[src/rtl/serial_tx.sv]
// serial_tx: framed serial transmitter.
//   Accepts a parallel word through a valid/ready handshake and shifts it out
//   on one line as: start bit (0), data bits LSB-first, [parity], stop bit (1).
//   Every bit is held for CLKS_PER_BIT clock cycles. All outputs are registered.
//
// Optional feature macro: SERIAL_TX_PARITY_EN
//   When defined, an even-parity bit (XOR of the accepted word) is sent
//   between the last data bit and the stop bit.
//
// Ports:
//   clk        clock, all state changes on its rising edge
//   reset_n    synchronous active-low reset
//   tx_data    word to send, captured at the handshake edge
//   tx_valid   producer has a word on tx_data
//   tx_ready   block can accept a word (registered)
//   tx_serial  serial line, idles high (registered)
//   busy       frame in progress (registered)
module serial_tx #(
  parameter int DATA_W       = 8,
  parameter int CLKS_PER_BIT = 4
) (
  input  logic              clk,
  input  logic              reset_n,
  input  logic [DATA_W-1:0] tx_data,
  input  logic              tx_valid,
  output logic              tx_ready,
  output logic              tx_serial,
  output logic              busy
);

  localparam int CNT_W = (CLKS_PER_BIT > 1) ? $clog2(CLKS_PER_BIT) : 1;
  localparam int BIT_W = (DATA_W > 1) ? $clog2(DATA_W) : 1;

`ifdef SERIAL_TX_PARITY_EN
  typedef enum logic [2:0] {IDLE, START, DATA, PARITY, STOP} state_t;
`else
  typedef enum logic [1:0] {IDLE, START, DATA, STOP} state_t;
`endif

  state_t            state, state_n;
  logic [CNT_W-1:0]  clk_cnt, clk_cnt_n;
  logic [BIT_W-1:0]  bit_cnt, bit_cnt_n;
  logic [DATA_W-1:0] shift_reg, shift_reg_n;
  logic [DATA_W-1:0] shift_nxt;
  logic              serial_n, ready_n, busy_n;
  logic              bit_done;
`ifdef SERIAL_TX_PARITY_EN
  logic              par_bit, par_bit_n;
`endif

  assign bit_done  = (clk_cnt == CNT_W'(CLKS_PER_BIT - 1));
  assign shift_nxt = shift_reg >> 1;

  always_ff @(posedge clk) begin
    if (!reset_n) begin
      state     <= IDLE;
      clk_cnt   <= '0;
      bit_cnt   <= '0;
      shift_reg <= '0;
      tx_serial <= 1'b1;
      tx_ready  <= 1'b1;
      busy      <= 1'b0;
`ifdef SERIAL_TX_PARITY_EN
      par_bit   <= 1'b0;
`endif
    end else begin
      state     <= state_n;
      clk_cnt   <= clk_cnt_n;
      bit_cnt   <= bit_cnt_n;
      shift_reg <= shift_reg_n;
      tx_serial <= serial_n;
      tx_ready  <= ready_n;
      busy      <= busy_n;
`ifdef SERIAL_TX_PARITY_EN
      par_bit   <= par_bit_n;
`endif
    end
  end

  // Outputs are registered, so each branch computes the line level for the
  // cycle that follows the edge on which the state changes.
  always_comb begin
    state_n     = state;
    clk_cnt_n   = clk_cnt;
    bit_cnt_n   = bit_cnt;
    shift_reg_n = shift_reg;
    serial_n    = tx_serial;
    ready_n     = tx_ready;
    busy_n      = busy;
`ifdef SERIAL_TX_PARITY_EN
    par_bit_n   = par_bit;
`endif
    case (state)
      IDLE: begin
        serial_n = 1'b1;
        ready_n  = 1'b1;
        busy_n   = 1'b0;
        if (tx_valid && tx_ready) begin
          state_n     = START;
          shift_reg_n = tx_data;
          clk_cnt_n   = '0;
          bit_cnt_n   = '0;
          serial_n    = 1'b0;
          ready_n     = 1'b0;
          busy_n      = 1'b1;
`ifdef SERIAL_TX_PARITY_EN
          // Captured here because the shift register is consumed bit by bit.
          par_bit_n   = ^tx_data;
`endif
        end
      end
      START: begin
        if (bit_done) begin
          state_n   = DATA;
          clk_cnt_n = '0;
          serial_n  = shift_reg[0];
        end else begin
          clk_cnt_n = clk_cnt + 1'b1;
        end
      end
      DATA: begin
        if (bit_done) begin
          clk_cnt_n = '0;
          if (bit_cnt == BIT_W'(DATA_W - 1)) begin
`ifdef SERIAL_TX_PARITY_EN
            state_n  = PARITY;
            serial_n = par_bit;
`else
            state_n  = STOP;
            serial_n = 1'b1;
`endif
          end else begin
            shift_reg_n = shift_nxt;
            bit_cnt_n   = bit_cnt + 1'b1;
            serial_n    = shift_nxt[0];
          end
        end else begin
          clk_cnt_n = clk_cnt + 1'b1;
        end
      end
`ifdef SERIAL_TX_PARITY_EN
      PARITY: begin
        if (bit_done) begin
          state_n   = STOP;
          clk_cnt_n = '0;
          serial_n  = 1'b1;
        end else begin
          clk_cnt_n = clk_cnt + 1'b1;
        end
      end
`endif
      STOP: begin
        if (bit_done) begin
          state_n   = IDLE;
          clk_cnt_n = '0;
          serial_n  = 1'b1;
          ready_n   = 1'b1;
          busy_n    = 1'b0;
        end else begin
          clk_cnt_n = clk_cnt + 1'b1;
        end
      end
      default: begin
        state_n  = IDLE;
        serial_n = 1'b1;
        ready_n  = 1'b1;
        busy_n   = 1'b0;
      end
    endcase
  end

endmodule

[config.mk]
export PLATFORM = sky130hd
export DESIGN_NAME = serial_tx
export DESIGN_NICKNAME = d
export VERILOG_FILES = /design/src/rtl/serial_tx.sv
export SDC_FILE = /design/constraint.sdc
export NUM_CORES = 1
export LEC_CHECK = 0
export BUFFER_PORTS_ARGS = -buffer_cell sky130_fd_sc_hd__buf_2
export CORE_UTILIZATION = 41
export CTS_CLUSTER_SIZE = 16
export DETAILED_ROUTE_END_ITERATION = 6
export GPL_ROUTABILITY_DRIVEN = 0
export GPL_TIMING_DRIVEN = 0
export MAX_ROUTING_LAYER = met4
export PLACE_DENSITY = 0.56
export SLEW_MARGIN = 0
export SYNTH_ARGS = -nofsm -noshare
export SYNTH_HDL_FRONTEND = slang
export SYNTH_SLANG_ARGS = --single-unit
[constraint.sdc]
create_clock -name clk -period 3 [get_ports clk]
set_clock_uncertainty 0.1 [all_clocks]
set_input_delay 0.15 -clock clk [delete_from_list [all_inputs] [get_ports clk]]
set_output_delay 0.15 -clock clk [all_outputs]
set_load 0.05 [all_outputs]
==> results_dict.tcl <==
set metrics [dict create \
    ant_nets 0 \
    synth.ff_latch_count 18 \
    regToRegSetupSlack_ns 1.09 \
    path_delay_family "compound AO/OA/AOI/OAI gates" \
    cellPowerDensity_mw_per_mm2 973 \
    fillers 220 \
    layout.cells.non_filler 154 \
    min_to "shift_reg[7]$_SDFFE_PN0P_" \
    drc 0 \
    viasPerCell 5.07 \
    r2r_end "bit_cnt[1]$_SDFFE_PN0P_" \
    grt_max_degree 11 \
    report.final.slew_viol_count 0 \
    pin_count 14 \
    tns_ns 0 \
    hold_viol 0 \
    antenna_found_initial 0 \
    io_buffers 13 \
    wl_mm 1.90 \
    routed-via-count 781 \
    first_global_vias 719 \
    postSynthCellCount 109 \
    critPathMaxFanout 10 \
    arrival_ns 2.01 \
    synthTopCellsByCount "nand2_1, dfxtp_1, mux2i_1, mux2_2, ha_1" \
    yosys.area.top_type "dfxtp_1" \
    tightestPinTransition_ns 0.436 \
    synth-edff-count 0 \
    synthArstFlopShare 0 \
    worst-setup-path-type "flop to flop" \
    hpwl_mm 1.40 \
    ys.flop_type "dfxtp_1" \
    postCtsSetupRepairBufs 0 \
    synth-seq-area-share 0.353 \
    core-area_sq_mm 0.00228 \
    use_met1 0.208 \
    die_x_microns 51.9 \
    grtUsageTotal 0.167 \
    setup-violations-final 0 \
    critical_path.endpoint_type "flop" \
    busiest_layer "met2" \
    start_util 0.449 \
    area_growth_pct 13.4 \
    largest_reg_flops 8 \
    drive_gt1_frac 0.278 \
    rr_worst_depth 7 \
    dp.cells 150 \
    numCtsBuffers 3 \
    dr.first_iter.drc_count 13 \
    yosysWarnings 0 \
    critical_path_buf_inv_count 3 \
    synth_cell_types 27 \
    synthTopCellsByArea "dfxtp_1, mux2i_1, mux2_2" \
    cts_tree "yes" \
    period_needed_ns 1.91 \
    run_status "complete, no violations" \
    relSlewSlack 0.709 \
    grt-ovfl-total 0 \
    power_leakage_uw 0.000516 \
    post_cts_resized 0 \
    postCtsHoldBufs 0 \
    irDropWorstVdd_mv 0.526 \
    critical_path.max_stage_delay_ns 0.39 \
    fp.dieH_microns 51.9 \
    period_share 0.635 \
    crit_slowest_cell "dfxtp_1" \
    numClockSinks 18 \
    r2r_start "state[0]$_SDFFE_PN0P_" \
    clkLatencyLatePin_ns 0.29 \
    cap_violations 0 \
    rsz0062_at_grt "false" \
    cts_max_path_buffers 2 \
    hold_depth 3 \
    start_kind "flop" \
    cp_cell_sequence "inv_1 -> ha_1 -> buf_2 -> a21boi_4 -> a211o_1 -> buf_6 -> a31o_2" \
    dieArea_sq_mm 0.00269 \
    syn_area_sq_mm 0.00102 \
    final_nets 145 \
    cts-root-buf "clkbuf_4" \
    synth.most_common_cell "nand2_1" \
    wire_per_inst_microns 12.4 \
    rows 17 \
    netlist.area_leader.share 0.353 \
    worstHoldStart "tx_data[7]" \
    clkTransAtPathRegs_ns 0.10 \
    syn_area_per_cell_sq_um 9.37 \
    hp-class "primary input to flop" \
    grt_first_pass_wirelength_mm 3.17 \
    required_ns 3.10 \
    fmax_ghz 0.525 \
    synth_fp_nets 127 \
    use_met3 0.0526 \
    first_pass_iters 3 \
    gr-usage-met2 0.254 \
    n_antenna_cell 0 \
    htreeDepth 1 \
]
-- layout by cell type (no fill, tap or decap) --
| cell type | count |
|---|---|
| a211o_1 | 1 |
| a211oi_1 | 1 |
| a21bo_2 | 1 |
| a21boi_4 | 1 |
| a21oi_1 | 2 |
| a221oi_4 | 1 |
| a22oi_1 | 1 |
| a31o_2 | 2 |
| a31oi_1 | 1 |
| buf_2 | 15 |
| buf_6 | 2 |
| clkbuf_1 | 3 |
| clkbuf_4 | 3 |
| clkbuf_8 | 1 |
| dfxtp_1 | 18 |
| ha_1 | 7 |
| inv_1 | 5 |
| mux2_2 | 8 |
| mux2i_1 | 11 |
| nand2_1 | 22 |
| nand2b_1 | 2 |
| nand3_1 | 2 |
| nand3b_1 | 3 |
| nor2_1 | 4 |
| nor2b_1 | 1 |
| nor3_1 | 3 |
| o21a_1 | 1 |
| o21ai_0 | 3 |
| or3_4 | 1 |
-- how the worst max path moves through the flow --
stage | start | to | slack (ns) | depth (start not counted)
CTS | state[0]$_SDFFE_PN0P_ | bit_cnt[1]$_SDFFE_PN0P_ | 1.08 | 7
floorplan | state[0]$_SDFFE_PN0P_ | bit_cnt[1]$_SDFFE_PN0P_ | 1.19 | 7
detailed placement | state[0]$_SDFFE_PN0P_ | bit_cnt[1]$_SDFFE_PN0P_ | 1.10 | 7
finish | state[0]$_SDFFE_PN0P_ | bit_cnt[1]$_SDFFE_PN0P_ | 1.09 | 7
global placement | state[0]$_SDFFE_PN0P_ | bit_cnt[1]$_SDFFE_PN0P_ | 1.11 | 7
global route | state[0]$_SDFFE_PN0P_ | bit_cnt[1]$_SDFFE_PN0P_ | 0.99 | 7
-- worst register-to-register path, delay by kind of cell (launching register included) --
kind | cells | cell delay (ns)
AO/OA/AOI/OAI | 3 | 0.73
adder cells (fa/ha/maj) | 1 | 0.19
buffers and inverters | 3 | 0.40
flip-flops | 1 | 0.39
-- routing by layer --
layer	vias to the layer above	part of all wire
li1	405	-
met1	367	0.49
met2	7	0.47
met3	2	0.034
met4	0	0.010
met5	-	0
-- cells by family (layout without fill, tap and decap cells) --
family	Yosys count	count (layout)	share of synthesized area
simple gates	38	38	0.172
fa+ha+maj	7	7	0.0858
buf+inv	12	29	0.0613
flops	18	18	0.353
compound gates	15	15	0.132
mux	19	19	0.196
-- per-stage QoR --
step                total power, uW  setup WS (ns)  instance area, sq um  hold WS (ns)   util
floorplan                       878           1.19                  1020         0.200      -
global placement                969           1.11                  1120         0.317  0.493
detailed placement              985           1.10                  1120         0.328  0.493
CTS                            1140           1.08                  1160       0.00268  0.509
global route                   1210          0.988                  1160       0.00587  0.509
finish                         1130           1.09                  1160        0.0124  0.509
-- layout make-up --
type | count | area, sq um | share of cell area
Buffer | 7 | 43.8 | 0.0378
Inverter | 5 | 18.8 | 0.0162
Multi-Input combinational cell | 79 | 598 | 0.517
Clock buffer | 4 | 36.3 | 0.0314
Sequential cell | 18 | 360 | 0.311
Tap cell | 28 | 35.0 | 0.0303
Timing Repair Buffer | 13 | 65.1 | 0.0562
-- power breakdown --
part | switching [uW] | internal, uW | total, uW
sequential | 52.7 | 325 | 378
combinational | 307 | 289 | 596
clock | 77.2 | 74.0 | 151
No activity file was read; power rests on OpenSTA's default activity.
